--- src/rtl/serial_adder.sv ---
// Bit-serial adder/subtractor: one sum/carry cell plus one carry flop, LSB-first.
// Latency: done pulses WIDTH cycles after the start edge; one op in flight.
// Backpressure: start is ignored while busy (no queuing); DONE accepts start back-to-back.
//
// Ports:
//   clk, reset      rising-edge clock, synchronous active-high reset
//   start, sub      request strobe and op select (0 = add, 1 = subtract)
//   a_in, b_in      parallel operands, sampled only on the accepted start edge
//   busy            high while bits are being processed
//   done            one-cycle pulse; s_out/c_out valid and held until next done/reset
//   s_out, c_out    result and final carry (for subtract: 1 = no borrow)
module serial_adder #(
  parameter int WIDTH = 8
) (
  input  logic             clk,
  input  logic             reset,
  input  logic             start,
  input  logic             sub,
  input  logic [WIDTH-1:0] a_in,
  input  logic [WIDTH-1:0] b_in,
  output logic             busy,
  output logic             done,
  output logic [WIDTH-1:0] s_out,
  output logic             c_out
);

  localparam int CNT_W = $clog2(WIDTH);
  localparam logic [CNT_W-1:0] LAST_BIT = CNT_W'(WIDTH - 1);

  typedef enum logic [1:0] {
    ST_IDLE = 2'd0,
    ST_RUN  = 2'd1,
    ST_DONE = 2'd2
  } state_t;

  state_t           state;
  state_t           next_state;

  logic [WIDTH-1:0] a_reg;
  logic [WIDTH-1:0] b_reg;
  logic [WIDTH-1:0] acc;
  logic [CNT_W-1:0] cnt;
  logic             carry;

  logic             sum_bit;
  logic             carry_nxt;
  logic             load;
  logic             last;
  logic [WIDTH-1:0] acc_nxt;

  // One-bit sum/carry cell working on the current LSBs.
  assign sum_bit   = a_reg[0] ^ b_reg[0] ^ carry;
  assign carry_nxt = (a_reg[0] & b_reg[0]) | (a_reg[0] & carry) | (b_reg[0] & carry);

  // New sum bit enters at the MSB end so that after WIDTH shifts bit 0 lands at acc[0].
  assign acc_nxt = {sum_bit, acc[WIDTH-1:1]};

  assign load = start && (state != ST_RUN);
  assign last = (state == ST_RUN) && (cnt == LAST_BIT);

  assign busy = (state == ST_RUN);
  assign done = (state == ST_DONE);

  always_ff @(posedge clk) begin
    if (reset) begin
      state <= ST_IDLE;
    end else begin
      state <= next_state;
    end
  end

  always_comb begin
    next_state = state;
    case (state)
      ST_IDLE: if (start) next_state = ST_RUN;
      ST_RUN:  if (cnt == LAST_BIT) next_state = ST_DONE;
      ST_DONE: next_state = start ? ST_RUN : ST_IDLE;
      default: next_state = ST_IDLE;
    endcase
  end

  always_ff @(posedge clk) begin
    if (reset) begin
      a_reg <= '0;
      b_reg <= '0;
      acc   <= '0;
      cnt   <= '0;
      carry <= 1'b0;
      s_out <= '0;
      c_out <= 1'b0;
    end else if (load) begin
      // Subtract as A + ~B + 1: the +1 rides in as the initial carry.
      a_reg <= a_in;
      b_reg <= sub ? ~b_in : b_in;
      carry <= sub;
      cnt   <= '0;
    end else if (state == ST_RUN) begin
      a_reg <= a_reg >> 1;
      b_reg <= b_reg >> 1;
      carry <= carry_nxt;
      cnt   <= cnt + CNT_W'(1);
      acc   <= acc_nxt;
      // Outputs only change on the final bit so partial sums never show.
      if (last) begin
        s_out <= acc_nxt;
        c_out <= carry_nxt;
      end
    end
  end

endmodule

--- config.mk ---
export PLATFORM = sky130hd
export DESIGN_NAME = serial_adder
export DESIGN_NICKNAME = d
export VERILOG_FILES = /design/src/rtl/serial_adder.sv
export SDC_FILE = /design/constraint.sdc
export NUM_CORES = 1
export LEC_CHECK = 0
export CORE_AREA = 2 2 84 86
export CTS_CLUSTER_DIAMETER = 50
export DETAILED_ROUTE_END_ITERATION = 8
export DIE_AREA = 0 0 86 88
export DONT_BUFFER_PORTS = 1
export MAX_ROUTING_LAYER = met4
export PLACE_DENSITY = 0.48
export SYNTH_ARGS = -nofsm -noshare
export SYNTH_HDL_FRONTEND = slang
export SYNTH_SLANG_ARGS = --single-unit
--- constraint.sdc ---
create_clock -name clk -period 1.5 [get_ports clk]
set_input_delay 0.15 -clock clk [delete_from_list [all_inputs] [get_ports clk]]
set_output_delay 0.15 -clock clk [all_outputs]
set_load 0.05 [all_outputs]
==> run metrics, run 1 <==
DR vias 1263; status complete, no violations; Synth Register Bits 38; synth top area cells dfxtp_1 (47%), a21oi_1 (8.0%), nand2_1 (7.4%); most frequent cells in the layout dfxtp_1 (38), nand2_1 (32), a21oi_1 (26); worst hold stages 2; post-synth top area share 0.468; H-tree depth 2; r2r startpoint cnt[0]$_SDFFE_PP0N_; Die W 86 µm; most common cell after layout, fill and taps aside dfxtp_1; count of final hold-check violations 0; CTS tree yes; final worst path period need 1400 ps; Die Span Y 88 µm; slowest stage cell, crit path dfxtp_1; r2r endpoint s_out[4]$_SDFFE_PP0P_; Worst Clk Skew 6.87 ps; Cell Area, Synth 1630 µm²; kind of cell adding the most delay to the critical path buffers and inverters; number of diodes 0; Setup crit start state[1]$_SDFFE_PP0P_; Worst-Skew Late Latency 290 ps; clock root buffer master clkbuf_8; storage element area 761 µm²; die area 7570 µm²; Post-Syn Nets 208; Multi-input gate area 767 µm²; CP Launch Type register; PortBufs 0; peak supply drop 0.000429 V; Power Density 1090 nW/µm²; Critical Path Max Stage Delay 320 ps; f_max 0.716 GHz; Residual DRC 0; starting density of the core 0.245; max-cap violations 0; Netlist cell types 23; Tcrit/Tclk final 0.931; CP Max Fanout 36; actual slew at the worst max-slew pin 282 ps; Mapped Avg Cell Area 8.79 µm²; core area 6640 µm²; final wirelength 3510 µm; Worst Setup Path Type register to output pin; setup TNS 0 ps; Slew headroom 0.812; RSZ-0062 raised after global routing no; Hold WC Path Type primary input to register; Seq/Total Area, Yosys 0.468; critical-path cell list nand2b_1, bufinv_16, buf_6; static leakage 0.717 nW; CTS sink cnt 38; Vias per Instance 4.61; WP data required 1350 ps; pin count of the biggest net entering global routing 39; worst-case clock buffer depth 2; total grt overflow 0; Min Hold Slack 46.8 ps; post-route ant nets 0; setup violators final 0; Syn Inst Count 185; share of cells above drive strength 1 0.129; startpoint of the worst hold path start; critical path arrival 1250 ps; fillers 701; initial DRC count 72; Hold Path Sink cnt[0]$_SDFFE_PP0N_; Nets 216; Reg2Reg Depth 6; drt pass-1 iters 4; Reg2Reg Setup Slack 250 ps; Top Ports 31; DP HPWL 2110 µm; Slew Viols, Final 0; vias in the first global route 1145; clock buffer count from CTS 5; Avg WL per Cell 12.8 µm; first-pass GRT wire length 5770 µm; initial antenna violation count 0; Crit. End Element output pin; clock transition at the registers of the reported paths 80 ps; Area Growth Syn to Fin 16.6%; # rows 30; GRT Overall Usage 0.102; leading area contributor after synthesis dfxtp_1; Ys Warns 0; CP Buf/Inv Count 2; RePlAce Congestion 0.682
-- area by class of cell --
cell class / count / share of cell area
multi-input cells: 130 / 0.405
flip-flops and latches: 38 / 0.401
repair buffers: 16 / 0.0733
well taps: 80 / 0.0528
clock buffers: 6 / 0.0436
inverters: 2 / 0.0178
clock inverters: 2 / 0.00660
-- cell families (layout without fill, tap and decap cells) --
kind of cell / Yosys count / in the layout / synth area share
AOI/OAI and AO/OA: 43 / 43 / 0.169
muxes: 9 / 9 / 0.0554
adders and majority gates: 3 / 3 / 0.0277
and+or+nand+nor: 67 / 67 / 0.176
DFF: 38 / 38 / 0.468
buffers and inverters: 17 / 26 / 0.0600
xor gates and xnor gates: 8 / 8 / 0.0431
-- cells in the mapped netlist (all sizes together) --
cell type,count
nand3,9
a21oi,26
nor2b,1
nor3,1
nand2b,2
a2bb2oi,1
buf,11
clkbuf,4
a211o,7
nand2,32
a211oi,8
xnor2,8
inv,2
mux2i,9
a2111oi,1
fa,1
ha,2
nand3b,4
dfxtp,38
nor2,18
-- metal layers --
metal | global-route usage | wire [µm] | up-vias
met2 | 0.159 | 1580 | 19
met5 | - | 0 | -
met1 | 0.120 | 1690 | 591
li1 | - | - | 646
met3 | 0.0368 | 181 | 7
met4 | 0.0390 | 54 | 0
-- timing repair --
| item | 4_1_cts | 5_1_grt |
|---|---|---|
| endpoints found under the hold margin | 38 | 0 |
| setup endpoints to repair | 1 | 2 |
| hold buffers | 2 | 0 |
| pin swaps | 0 | 0 |
| setup buffers | 0 | 1 |
| gates resized for setup | 1 | 4 |
-- power by group --
part | switching (mW) | internal (mW) | total [mW]
combinational | 0.117 | 0.112 | 0.229
sequential | 0.0296 | 1.06 | 1.09
clock | 0.376 | 0.370 | 0.745
-- through the flow --
step	power, mW	cells	setup WS, ps	util	instance area, µm²
after global routing	2.18	274	24.5	0.285	1900
final	2.06	274	104	0.285	1900
after CTS	2.09	273	13.8	0.280	1860
after floorplan	1.31	185	266	-	1630
after global placement	1.30	263	190	0.261	1740
after detailed placement	1.30	263	138	0.261	1740
-- worst max-delay path by stage --
stage / endpoint / slack [ps] / depth (start not counted)
final: busy / 100 / 3
after global routing: busy / 20 / 3
after CTS: busy / 10 / 3
after detailed placement: s_out[4]$_SDFFE_PP0P_ / 140 / 5
after global placement: s_out[5]$_SDFFE_PP0P_ / 190 / 5
after floorplan: acc[1]$_SDFFE_PP0P_ / 270 / 6
(Power assumes the default switching activity.)
==> run 2, diff against run 1 <==
--- a/config.mk
+++ b/config.mk
@@ -12,6 +12,7 @@
 export DONT_BUFFER_PORTS = 1
 export MAX_ROUTING_LAYER = met4
 export PLACE_DENSITY = 0.48
+export RECOVER_POWER = 50
 export SYNTH_ARGS = -nofsm -noshare
 export SYNTH_HDL_FRONTEND = slang
 export SYNTH_SLANG_ARGS = --single-unit
==> run metrics, run 2 (synthesized netlist as in run 1, its figures left out) <==
drt pass-1 iters 4 (unchanged); RSZ-0062 raised after global routing no; peak supply drop 0.000429 V (about the same); clock root buffer master clkbuf_8; Worst Setup EP busy; kind of cell adding the most delay to the critical path buffers and inverters; most common cell after layout, fill and taps aside dfxtp_1; clock buffer count from CTS 5 (unchanged); count of final hold-check violations 0 (unchanged); CTS sink cnt 38 (unchanged); slowest stage cell, crit path dfxtp_1; Worst-Skew Late Latency 290 ps (about the same); initial antenna violation count 0 (unchanged); actual slew at the worst max-slew pin 666 ps (+385 ps); critical-path cell list nand2b_1, bufinv_16, buf_6; first-pass GRT wire length 5770 µm (unchanged); GRT Overall Usage 0.102 (unchanged); fillers 705 (+0.57%); starting density of the core 0.245 (unchanged); initial DRC count 50 (-31%); Slew Viols, Final 0 (unchanged); worst-case clock buffer depth 2 (unchanged); net switching share of the total power 0.253 (about the same); final wirelength 3520 µm (+0.29%); CP Max Fanout 36 (unchanged); Multi-input gate area 761 µm² (-0.82%); die area 7570 µm² (unchanged); post-route ant nets 0 (unchanged); Non-Filler Instances 274 (unchanged); storage element area 761 µm² (unchanged); f_max 0.717 GHz (about the same); DR vias 1263 (unchanged); Power Density 1110 nW/µm² (+2.4%); Tcrit/Tclk final 0.930 (about the same); number of diodes 0 (unchanged); Min Hold Slack 46.4 ps (-0.439 ps); r2r endpoint s_out[4]$_SDFFE_PP0P_; WP data required 1350 ps (about the same); RePlAce Congestion 0.682 (unchanged); Inst Count DP 263 (unchanged); Critical Path Max Stage Delay 320 ps (about the same); Total Power 2.06 mW (about the same); switching power 523 µW (about the same); CP Buf/Inv Count 2 (unchanged); vias in the first global route 1145 (unchanged); setup TNS 0 ps (unchanged); share of cells above drive strength 1 0.0773 (-0.0515); clock transition at the registers of the reported paths 80 ps (about the same); pin count of the biggest net entering global routing 39 (unchanged); Setup crit start state[1]$_SDFFE_PP0P_; Residual DRC 0 (unchanged); most frequent cells in the layout dfxtp_1 (38), nand2_1 (32), a21oi_1 (26); worst slack, placed 138 ps (unchanged); # rows 30 (unchanged); critical path arrival 1250 ps (about the same); sequential share of power 0.528 (about the same); total grt overflow 0 (unchanged); H-tree depth 2 (unchanged); CTS tree yes; status complete, no violations; CP Launch Type register; Area Growth Syn to Fin 13.9%; Hold WC Path Type primary input to register; Crit. End Element output pin; DP HPWL 2110 µm (unchanged); r2r startpoint cnt[0]$_SDFFE_PP0N_; Vias per Instance 4.61 (unchanged); Worst Clk Skew 7.90 ps (+1.03 ps); Nets 216 (unchanged); static leakage 0.676 nW (-5.7%); WP depth 3 (unchanged); Reg2Reg Depth 6 (unchanged); setup violators final 0 (unchanged); Reg2Reg Setup Slack 150 ps (-100 ps); Internal 1.54 mW (about the same); combinational power share 0.110 (about the same); Avg WL per Cell 12.8 µm (+0.29%); final worst path period need 1400 ps (-0.431 ps); core area 6640 µm² (unchanged); Die Span Y 88 µm (unchanged); Top Ports 31 (unchanged); final worst slack 104 ps (+0.431 ps); Worst Setup Path Type register to output pin; clock power share 0.363 (+0.002); max-cap violations 0 (unchanged); PortBufs 0 (unchanged); Die W 86 µm (unchanged); Slew headroom 0.556 (-0.257)
==> run 2: timing repair <==
item | CTS | global route
gates resized for setup | 1 | 4
setup endpoints to repair | 1 | 2
pin swaps | 0 | 0
endpoints found under the hold margin | 38 | 0
cloned | 0 | 0
hold buffers | 2 | 0
setup buffers | 0 | 1
==> run 2: worst min path at each step <==
stage	start	slack, ps	endpoint	depth (start not counted)
6_report	start	50	cnt[0]$_SDFFE_PP0N_	2
5_1_grt	start	40	cnt[0]$_SDFFE_PP0N_	2
4_1_cts	start	30	cnt[0]$_SDFFE_PP0N_	2
3_5_place_dp	reset	230	b_reg[5]$_SDFFE_PP0P_	1
3_3_place_gp	reset	230	acc[5]$_SDFFE_PP0P_	1
2_1_floorplan	a_in[7]	350	a_reg[7]$_SDFFE_PP0P_	2
==> run 2: layer usage <==
layer | up-vias | track usage | wire length [µm]
li1 | 644 | - | -
met1 | 591 | 0.120 | 1690
met2 | 21 | 0.159 | 1610
met3 | 7 | 0.0368 | 165
met4 | 0 | 0.0390 | 58
met5 | - | - | 0
==> run 2: area by class of cell <==
type	instances	share of cell area
Tap cell	80	0.0541
Sequential cell	38	0.411
Multi-Input combinational cell	130	0.411
Clock inverter	2	0.00676
Timing Repair Buffer	16	0.0541
Clock buffer	6	0.0446
Inverter	2	0.0183
==> run 2: power groups by stage <==
stage               Combinational, mW  Sequential [mW]  Clock (mW)
finish                          0.226             1.09       0.748
detailed placement              0.194             1.11           0
global route                    0.256             1.09       0.824
floorplan                       0.205             1.10           0
CTS                             0.221             1.09       0.777
global placement                0.190             1.11           0
==> run 2: through the flow <==
stage / cell area, µm² / utilization
final: 1850 / 0.279
after global routing: 1850 / 0.279
after CTS: 1860 / 0.280
after detailed placement: 1740 / 0.261
after global placement: 1740 / 0.261
after floorplan: 1630 / -
